File: src/rtl/result_sram_reader_pkg.sv
// Shared widths, FSM state codes and coordinate helper for the ResultSRAM read path.
package result_sram_reader_pkg;

    localparam int RD_DATA_W  = 8;
    localparam int RD_COORD_W = 7;
    localparam int RD_ADDR_W  = 14;
    localparam int RD_DIM_W   = 6;

    localparam logic [1:0] RD_IDLE  = 2'd0;
    localparam logic [1:0] RD_ISSUE = 2'd1;
    localparam logic [1:0] RD_DRAIN = 2'd2;
    localparam logic [1:0] RD_FIN   = 2'd3;

    // True when coord is the final index of a dimension of size dim (dim >= 1).
    function automatic logic is_last(input logic [RD_COORD_W-1:0] coord,
                                     input logic [RD_DIM_W-1:0]   dim);
        return coord == (RD_COORD_W'(dim) - RD_COORD_W'(1'b1));
    endfunction

endpackage

File: src/rtl/result_sram_reader_fifo.sv
// Two-entry pixel skid FIFO that catches SRAM read data while the consumer stalls.
module pix_skid_fifo #(
    parameter int DATA_W = 8
) (
    input  logic              CLK,
    input  logic              RST,
    input  logic              push,
    input  logic              pop,
    input  logic [DATA_W-1:0] din,
    output logic [1:0]        count,
    output logic [DATA_W-1:0] head
);

    logic [DATA_W-1:0] mem_r [0:1];
    logic              wr_ptr_r;
    logic              rd_ptr_r;
    logic [1:0]        count_r;

    // Storage, pointers and occupancy; push and pop in one cycle leave count unchanged.
    always_ff @(posedge CLK) begin
        if (!RST) begin
            mem_r[0] <= {DATA_W{1'b0}};
            mem_r[1] <= {DATA_W{1'b0}};
            wr_ptr_r <= 1'b0;
            rd_ptr_r <= 1'b0;
            count_r  <= 2'd0;
        end else begin
            if (push) begin
                mem_r[wr_ptr_r] <= din;
                wr_ptr_r        <= ~wr_ptr_r;
            end
            if (pop) begin
                rd_ptr_r <= ~rd_ptr_r;
            end
            count_r <= count_r + {1'b0, push} - {1'b0, pop};
        end
    end

    assign count = count_r;
    assign head  = mem_r[rd_ptr_r];

endmodule

File: src/rtl/result_sram_reader.sv
// Streams a TW x TH resized image out of ResultSRAM in raster order over valid/ready.
module result_sram_reader
    import result_sram_reader_pkg::*;
#(
    parameter int DATA_W  = RD_DATA_W,
    parameter int COORD_W = RD_COORD_W,
    parameter int ADDR_W  = RD_ADDR_W
) (
    input  logic                CLK,
    input  logic                RST,
    input  logic                start,
    input  logic [RD_DIM_W-1:0] TW,
    input  logic [RD_DIM_W-1:0] TH,
    output logic                sram_cen,
    output logic [ADDR_W-1:0]   sram_addr,
    input  logic [DATA_W-1:0]   sram_q,
    output logic [DATA_W-1:0]   out_val,
    output logic                out_valid,
    input  logic                out_ready,
    output logic                busy,
    output logic                done
);

    logic [1:0]          state_r;
    logic [1:0]          state_nxt_s;
    logic [RD_DIM_W-1:0] tw_r;
    logic [RD_DIM_W-1:0] th_r;
    logic [COORD_W-1:0]  row_r;
    logic [COORD_W-1:0]  col_r;
    logic                inflight_r;
    logic                fin_seen_r;
    logic [ADDR_W-1:0]   addr_hold_r;
    logic [1:0]          fifo_count_s;
    logic [DATA_W-1:0]   fifo_head_s;
    logic [2:0]          outstanding_s;
    logic                pop_s;
    logic                issue_s;
    logic                last_col_s;
    logic                last_row_s;
    logic                last_pop_s;

    pix_skid_fifo #(.DATA_W(DATA_W)) u_fifo (
        .CLK   (CLK),
        .RST   (RST),
        .push  (inflight_r),
        .pop   (pop_s),
        .din   (sram_q),
        .count (fifo_count_s),
        .head  (fifo_head_s)
    );

    assign out_valid = (fifo_count_s != 2'd0);
    assign out_val   = fifo_head_s;
    assign pop_s     = out_valid & out_ready;

    // Pixels owed after this cycle's pop; counting the pop keeps 1 pixel/cycle with 2 entries.
    assign outstanding_s = {1'b0, fifo_count_s} + {2'b00, inflight_r} - {2'b00, pop_s};
    assign issue_s       = (state_r == RD_ISSUE) && (outstanding_s < 3'd2);
    assign last_col_s    = is_last(col_r, tw_r);
    assign last_row_s    = is_last(row_r, th_r);
    assign last_pop_s    = (state_r == RD_DRAIN) && pop_s && (outstanding_s == 3'd0);

    assign sram_cen  = ~issue_s;
    assign sram_addr = issue_s ? {row_r, col_r} : addr_hold_r;
    assign busy      = (state_r != RD_IDLE);
    assign done      = last_pop_s | ((state_r == RD_FIN) && fin_seen_r);

    // Next-state logic; start is only looked at in IDLE.
    always_comb begin
        state_nxt_s = state_r;
        case (state_r)
            RD_IDLE: begin
                if (start) begin
                    if ((TW == {RD_DIM_W{1'b0}}) || (TH == {RD_DIM_W{1'b0}})) begin
                        state_nxt_s = RD_FIN;
                    end else begin
                        state_nxt_s = RD_ISSUE;
                    end
                end else begin
                    state_nxt_s = RD_IDLE;
                end
            end
            RD_ISSUE: begin
                if (issue_s && last_col_s && last_row_s) begin
                    state_nxt_s = RD_DRAIN;
                end else begin
                    state_nxt_s = RD_ISSUE;
                end
            end
            RD_DRAIN: begin
                if (last_pop_s) begin
                    state_nxt_s = RD_IDLE;
                end else begin
                    state_nxt_s = RD_DRAIN;
                end
            end
            RD_FIN: begin
                if (fin_seen_r) begin
                    state_nxt_s = RD_IDLE;
                end else begin
                    state_nxt_s = RD_FIN;
                end
            end
            default: state_nxt_s = RD_IDLE;
        endcase
    end

    // State, frame geometry, raster counters and read-pipeline tracking.
    always_ff @(posedge CLK) begin
        if (!RST) begin
            state_r     <= RD_IDLE;
            tw_r        <= {RD_DIM_W{1'b0}};
            th_r        <= {RD_DIM_W{1'b0}};
            row_r       <= {COORD_W{1'b0}};
            col_r       <= {COORD_W{1'b0}};
            inflight_r  <= 1'b0;
            fin_seen_r  <= 1'b0;
            addr_hold_r <= {ADDR_W{1'b0}};
        end else begin
            state_r     <= state_nxt_s;
            inflight_r  <= issue_s;
            addr_hold_r <= sram_addr;
            // Empty frames sit in FIN for two cycles so done lands one cycle after entry.
            fin_seen_r  <= (state_r == RD_FIN) && !fin_seen_r;
            if ((state_r == RD_IDLE) && start) begin
                tw_r  <= TW;
                th_r  <= TH;
                row_r <= {COORD_W{1'b0}};
                col_r <= {COORD_W{1'b0}};
            end else if (issue_s) begin
                col_r <= last_col_s ? {COORD_W{1'b0}} : col_r + {{(COORD_W-1){1'b0}}, 1'b1};
                if (last_col_s && !last_row_s) begin
                    row_r <= row_r + {{(COORD_W-1){1'b0}}, 1'b1};
                end
            end
        end
    end

endmodule

File: config.mk
export PLATFORM = sky130hd
export DESIGN_NAME = result_sram_reader
export DESIGN_NICKNAME = d
export VERILOG_FILES = /design/src/rtl/result_sram_reader_pkg.sv /design/src/rtl/result_sram_reader_fifo.sv /design/src/rtl/result_sram_reader.sv
export SDC_FILE = /design/constraint.sdc
export NUM_CORES = 1
export LEC_CHECK = 0
export CORE_ASPECT_RATIO = 0.9
export CORE_MARGIN = 1.5
export CORE_UTILIZATION = 49
export DETAILED_ROUTE_END_ITERATION = 16
export PLACE_DENSITY = 0.88
export REMOVE_ABC_BUFFERS = 1
export SYNTH_ARGS = -nofsm -noshare
export SYNTH_HDL_FRONTEND = slang
export SYNTH_HIERARCHICAL = 1
export SYNTH_SLANG_ARGS = --single-unit
File: constraint.sdc
create_clock -name CLK -period 3.45 [get_ports CLK]
set_clock_uncertainty 0.05 [all_clocks]
set_input_delay 0.345 -clock CLK [delete_from_list [all_inputs] [get_ports CLK]]
set_output_delay 0.345 -clock CLK [all_outputs]
set_load 0.005 [all_outputs]
==> metrics.txt, run 1 <==
highest signal layer in the routed design met4; main combinational cell family by area after synthesis simple AND/OR/NAND/NOR gates; ys async rst share 0%; # IOs 50; register cell area after layout 0.001463 mm^2; detailed placement HPWL 5317 um; IR drop worst, VDD 0.3376 mV; final core occ 64.53%; number of antenna violations at the first check in global routing 0; routability congestion estimate from global placement 0.9059; Max Fclk 299.4 MHz; share of layout cells above drive strength 1 14.78%; P per Cell Area 517.4 mW/mm^2; share of the cycle needed by the critical path after routing 96.80%; clock tree root buffer cell clkbuf_8; setup repair after global routing missed its margin no; Setup Crit Path Kind reg -> out; count of final max-slew check failures 0; Synth Area in Compound Gates 10.07%; starting utilization of the core area 50.57%; mean cell area of the mapped netlist 8.540 um^2; Worst EP arrival 2.94 ns; hold slack 0.4040 ns; global-route usage over all layers 22.52%; Critical Path Start Type register; count of nets after finishing 487; number of port buffers 49; wire length after detailed routing 7743 um; Worst-Skew Late Latency 0.34 ns; post-synthesis to final-layout area growth 27.61%; CP Cell Sequence inv_2 > nand2_2 > and2_4 > nand2_2 > o21ai_2 > ha_2 > fa_1 > or3b_4 > nor2_4 > buf_6 > buf_6 > nand2_1 > nand2_2 > clkdlybuf4s15_1; Synth Area in Simple Gates 29.45%; largest net degree at the start of global routing 23; part of the Yosys area used for sequential elements 43.88%; share of cell area taken by muxes after synthesis 3.005%; # hold bufs at CTS 0; Finish-stage setup viols 0; top area cells in the synthesized netlist dfxtp_1 29%, edfxtp_1 14%, nand2_1 10%; final period demand of the worst path 3.340 ns; Max Root-Sink Buffers 2; DRC violations left 0; clock net sink count 65; Hold Crit Class reg -> reg; post-synthesis cell type with the largest combined area dfxtp_1; max-cap check violation count 0; post-synthesis register bit count 65; vias 2951; total count of hold-check failures in the final report 0; transition time of the tightest slew-check pin 0.7269 ns; Die Area 0.007302 mm^2; post-synth cell types 55; Inserted Clock Buffers 9; post-DR vias/cell 5.365; Die Span Y 81.22 um; cell count after synthesis 390; drt first pass iters 4; most used flip-flop cell after synthesis dfxtp_1; Placeable Area 0.006586 mm^2; Yosys top cell area share 29.45%; count of nets left with antenna violations after detail routing 0; CP most frequent cell nand2_2; synthesized-area fraction occupied by adder cells 3.231%; Required @ worst endpoint 3.05 ns; xor/xnor cell area share of the yosys netlist 5.935%; met3 WL 349 um; status completed; # fillers 553; Diodes inserted 0; # H-tree levels 3; P_leak 0.001700 uW; routed metal-1 wire length 3365 um; area of the mapped netlist 0.003331 mm^2; Synth warnings 6; number of global-route vias before repair 2868; total chip power 2199 uW; cell with the largest stage delay on the worst path fa_1; row cnt 28; wire length of the first global-routing pass 12940 um; total overflow reported by the global router 0; Worst Setup End Kind output pin; detailed route wirelength on metal2 3939 um; Horiz. Die Dim 89.91 um; DR iter-0 viols 190; worst slew margin relative to its limit 51.39%; number of synthesized flops with an enable pin 16; drt wl/cell 14.08 um; TritonCTS clock tree yes; clock slew seen by the registers of the worst setup and hold paths 0.07 ns; longest individual stage delay on the worst path 0.47 ns; worst-path fanout max 6; multi-input combinational cell area 0.001745 mm^2
registers in the layout (all words and copies together), names as in the netlist, 2 cells and up, named ones only:
signal / count
th_r: 6
col_r: 7
u_fifo/count: 2
u_fifo/mem_r: 16
addr_hold_r: 14
row_r: 7
state_r: 2
tw_r: 6
kinds of logic (layout without fill, tap and decap cells):
group / after synthesis / in the layout
flip-flops: 65 / 65
AND/OR/NAND/NOR: 204 / 204
adder cells (fa/ha/maj): 8 / 8
buffers and inverters: 30 / 100
XOR/XNOR: 21 / 21
multiplexers: 9 / 9
AO/OA/AOI/OAI: 53 / 53
cells in the final DEF, fill, tap and decap left out, drive strengths merged, types with 12 or more instances in the layout:
cell / synthesis / layout
nor2: 38 / 38
and2: 19 / 19
nand2: 92 / 92
dfxtp: 49 / 49
edfxtp: 16 / 16
a21oi: 23 / 23
inv: 11 / 12
xnor2: 13 / 13
clkdlybuf4s50: 0 / 33
buf: 12 / 23
final timing paths:
check | startpoint | end | slack (ns) | cells past startpoint
min reg2reg | fin_seen_r | fin_seen_r | 0.40 | 1
max reg2reg | u_fifo/count[0] | row_r[3] | 0.17 | 13
min | fin_seen_r | fin_seen_r | 0.40 | 1
max | u_fifo/count[0] | sram_addr[12] | 0.11 | 14
final cells by class:
class	count	area share, %
flip-flops and latches	65	34.41
multi-input cells	295	41.07
inverters	12	1.119
repair buffers	72	15.84
clock inverters	7	2.002
clock buffers	9	2.914
well taps	90	2.649
cell usage after synthesis, types with 2 or more instances:
library cell,number
a21oi_1,23
a31oi_1,2
and2_1,19
buf_2,7
buf_6,3
clkbuf_1,6
dfxtp_1,49
edfxtp_1,16
ha_1,7
inv_1,11
mux2_2,8
nand2_1,91
nand2b_1,2
nand3_1,10
nand3b_1,2
nand4_1,4
nor2_1,36
nor2_2,2
nor2b_1,3
nor3_1,9
nor4_1,2
nor4b_1,2
o211ai_1,2
o21ai_0,9
o21bai_1,2
o31ai_1,6
or3_1,5
or4_1,7
xnor2_1,13
xor2_1,7
timing repair:
item,in CTS,in global routing
pin swaps,3,6
gates cloned,1,0
resized for setup,25,13
endpoints found under the setup margin,16,20
buffers inserted,4,1
through the flow:
| step | cell area [um^2] | std cells | setup slack [ns] | setup TNS [ns] |
|---|---|---|---|---|
| 2_1_floorplan | 3228 | 372 | -0.05629 | -0.7881 |
| 3_3_place_gp | 3979 | 529 | -0.2154 | -3.189 |
| 3_5_place_dp | 3979 | 529 | -0.2773 | -5.306 |
| 4_1_cts | 4230 | 550 | -0.01379 | -0.01379 |
| 5_1_grt | 4250 | 550 | 0.004679 | 0 |
| 6_report | 4250 | 550 | 0.1103 | 0 |
metal layers:
| metal | global-route usage [%] | vias to the layer above |
|---|---|---|
| met2 | 40.08 | 74 |
| met5 | 0 | - |
| met1 | 24.90 | 1412 |
| li1 | - | 1453 |
| met4 | 8.095 | 0 |
| met3 | 8.708 | 12 |
power by group:
group	switching, uW	internal [uW]	total, uW	leakage (uW)
Combinational	277	322	599	0.00103
Clock	292	399	691	0.000104
Sequential	60.4	849	909	0.000564
critical path, delay by kind of cell, from the launching register on:
family,cells,cell delay [ns]
AO/OA/AOI/OAI,1,0.06
adder cells (fa/ha/maj),2,0.64
buffers and inverters,4,0.51
flip-flops,1,0.33
AND/OR/NAND/NOR,7,1.04
Note: power is estimated with default switching activity, not from simulation.
==> run 2, diff against run 1 <==
CORE_MARGIN = 2   (was 1.5)
PLACE_DENSITY = 0.76   (was 0.88)
==> run 2 against run 1 <==
Effect of this change:
- first-iteration DRC count down 34%
- combinational power up 4.5%
- cell area up 0.77%
- clock power up 6.1%
- flip-flop and latch count unchanged
- final cell count up 0.36%
- global-route usage down 0.92 points
- sequential share of layout area down 0.23 points
- die area up 2.4%
- sequential power about the same
- fmax down 1.1%
- critical path type is now in -> out
- largest power group unchanged
- highest routed layer unchanged
==> metrics.txt, run 2 (synthesized netlist as in run 1, its figures left out) <==
share of layout cells above drive strength 1 17.75% (was 14.78%); # hold bufs at CTS 0 (unchanged); Hold Crit Class reg -> reg (unchanged); drt first pass iters 4 (unchanged); global-route usage over all layers 21.60% (was 22.52%); share of the cycle needed by the critical path after routing 97.93% (was 96.80%); IR drop worst, VDD 0.3279 mV (was 0.3376 mV); clock slew seen by the registers of the worst setup and hold paths 0.07 ns (about the same); clock tree root buffer cell clkbuf_8 (unchanged); vias 2907 (was 2951); P_leak 0.001688 uW (was 0.001700 uW); routability congestion estimate from global placement 0.9554 (was 0.9059); count of nets after finishing 489 (was 487); transition time of the tightest slew-check pin 0.7966 ns (was 0.7269 ns); number of antenna violations at the first check in global routing 0 (unchanged); Placeable Area 0.006586 mm^2 (unchanged); total count of hold-check failures in the final report 0 (unchanged); drt wl/cell 13.94 um (was 14.08 um); register cell area after layout 0.001464 mm^2 (was 0.001463 mm^2); top library cells by usage in the layout, fill and taps aside 88 x nand2_1, 47 x dfxtp_1, 36 x nor2_1 (was 88 x nand2_1, 48 x dfxtp_1, 36 x nor2_1); starting utilization of the core area 50.57% (unchanged); TritonCTS clock tree yes (unchanged); # H-tree levels 3 (unchanged); final period demand of the worst path 3.378 ns (was 3.340 ns); Max Fclk 296.0 MHz (was 299.4 MHz); number of port buffers 49 (unchanged); P per Cell Area 529.3 mW/mm^2 (was 517.4 mW/mm^2); DRC violations left 0 (unchanged); total chip power 2267 uW (was 2199 uW); Critical Path Start Type input port (was register); worst slack, placed -0.3002 ns (was -0.2773 ns); commonest non-fill, non-tap cell in the layout nand2_1 (unchanged); clock net sink count 65 (unchanged); wire length after detailed routing 7697 um (was 7743 um); Setup Crit Path Kind in -> out (was reg -> out); largest net degree at the start of global routing 24 (was 23); Worst-Skew Late Latency 0.35 ns (was 0.34 ns); max-cap check violation count 0 (unchanged); Diodes inserted 0 (unchanged); Finish-stage setup viols 0 (unchanged); number of global-route vias before repair 2740 (was 2868); Max Root-Sink Buffers 2 (unchanged); Worst EP arrival 2.98 ns (was 2.94 ns); setup slack on the worst flop-to-flop path 0.14 ns (was 0.17 ns); count of final max-slew check failures 0 (unchanged); Die Span Y 82.22 um (was 81.22 um); registers with the highest flip-flop counts u_fifo/mem_r: 16 flops, addr_hold_r: 14 flops (unchanged); setup repair after global routing missed its margin yes (was no); row cnt 28 (unchanged); Required @ worst endpoint 3.05 ns (about the same); worst slew margin relative to its limit 46.73% (was 51.39%); Largest register FFs 16 (unchanged); detailed placement HPWL 5304 um (was 5317 um); # IOs 50 (unchanged); post-DR vias/cell 5.266 (was 5.365); Die Area 0.007474 mm^2 (was 0.007302 mm^2); Worst Setup End Kind output pin (unchanged); setup ws final 0.07151 ns (was 0.1103 ns); status completed (unchanged); DR iter-0 viols 126 (was 190); register bank with the most flops u_fifo/mem_r (unchanged); Inserted Clock Buffers 9 (unchanged); # fillers 570 (was 553); post-synthesis to final-layout area growth 28.59% (was 27.61%); count of nets left with antenna violations after detail routing 0 (unchanged); multi-input combinational cell area 0.001749 mm^2 (was 0.001745 mm^2); wire length of the first global-routing pass 12550 um (was 12940 um); worst-path fanout max 8 (was 6); Horiz. Die Dim 90.91 um (was 89.91 um); total overflow reported by the global router 0 (unchanged)
## run 2: repair_timing
action                                  4_1_cts  5_1_grt
gates cloned                                  2        0
pin swaps                                     2        6
endpoints found under the setup margin       15       17
gates resized for setup                      38       18
buffers inserted                              7        0
## run 2: final cells by class
| cell class | instances | share of cell area, % |
|---|---|---|
| multi-input combinational | 295 | 40.84 |
| sequential | 65 | 34.18 |
| timing repair buffer | 74 | 15.89 |
| clock buffer | 9 | 2.892 |
| tap | 90 | 2.629 |
| clock inverter | 7 | 2.396 |
| inverter | 12 | 1.169 |
## run 2: power by group
group | switching [uW] | internal, uW
clock network | 320 | 414
logic | 286 | 340
registers | 58.9 | 849
## run 2: metal layers
metal | routed length [um] | track usage, % | part of all wire, %
met1 | 3251 | 24.58 | 42
met3 | 454 | 6.171 | 5.9
met5 | 0 | 0 | 0
met2 | 3846 | 39.33 | 50
met4 | 145 | 8.182 | 1.9
## run 2: final timing paths
kind                       end  depth (start not counted)            start
setup / recovery  sram_addr[0]                         13        out_ready
hold / removal      fin_seen_r                          1       fin_seen_r
setup reg to reg      row_r[0]                         15  u_fifo/count[1]
hold reg to reg     fin_seen_r                          1       fin_seen_r
## run 2: per-stage QoR
stage                     instance area [um^2]  TNS, ns  hold WS [ns]  cells  utilization [%]
after floorplan                           3228  -0.7881        0.3602    372                -
after global placement                    3979   -4.092        0.3750    529            60.41
after global routing                      4283  -0.1992        0.4239    552            65.03
after CTS                                 4307        0        0.4017    552            65.39
final                                     4283        0        0.3980    552            65.03
after detailed placement                  3979   -5.015        0.3849    529            60.41
## run 2: critical path, cell delays in order
cell and delay [ns]:
clkdlybuf4s50_1 0.48, and2_4 0.15, nand2_2 0.07, o21ai_2 0.07, ha_2 0.19, fa_1 0.44
or3b_4 0.44, nor2_4 0.16, clkinv_4 0.11, buf_12 0.15, nand2_1 0.06, nand2_1 0.06
dlygate4sd2_1 0.26
==> run 3, diff against run 2 <==
ABC_CLOCK_PERIOD_IN_PS = 3450   (was unset)
==> results of run 3 <==
The final DEF is identical to that of run 2; final timing and power are the same.
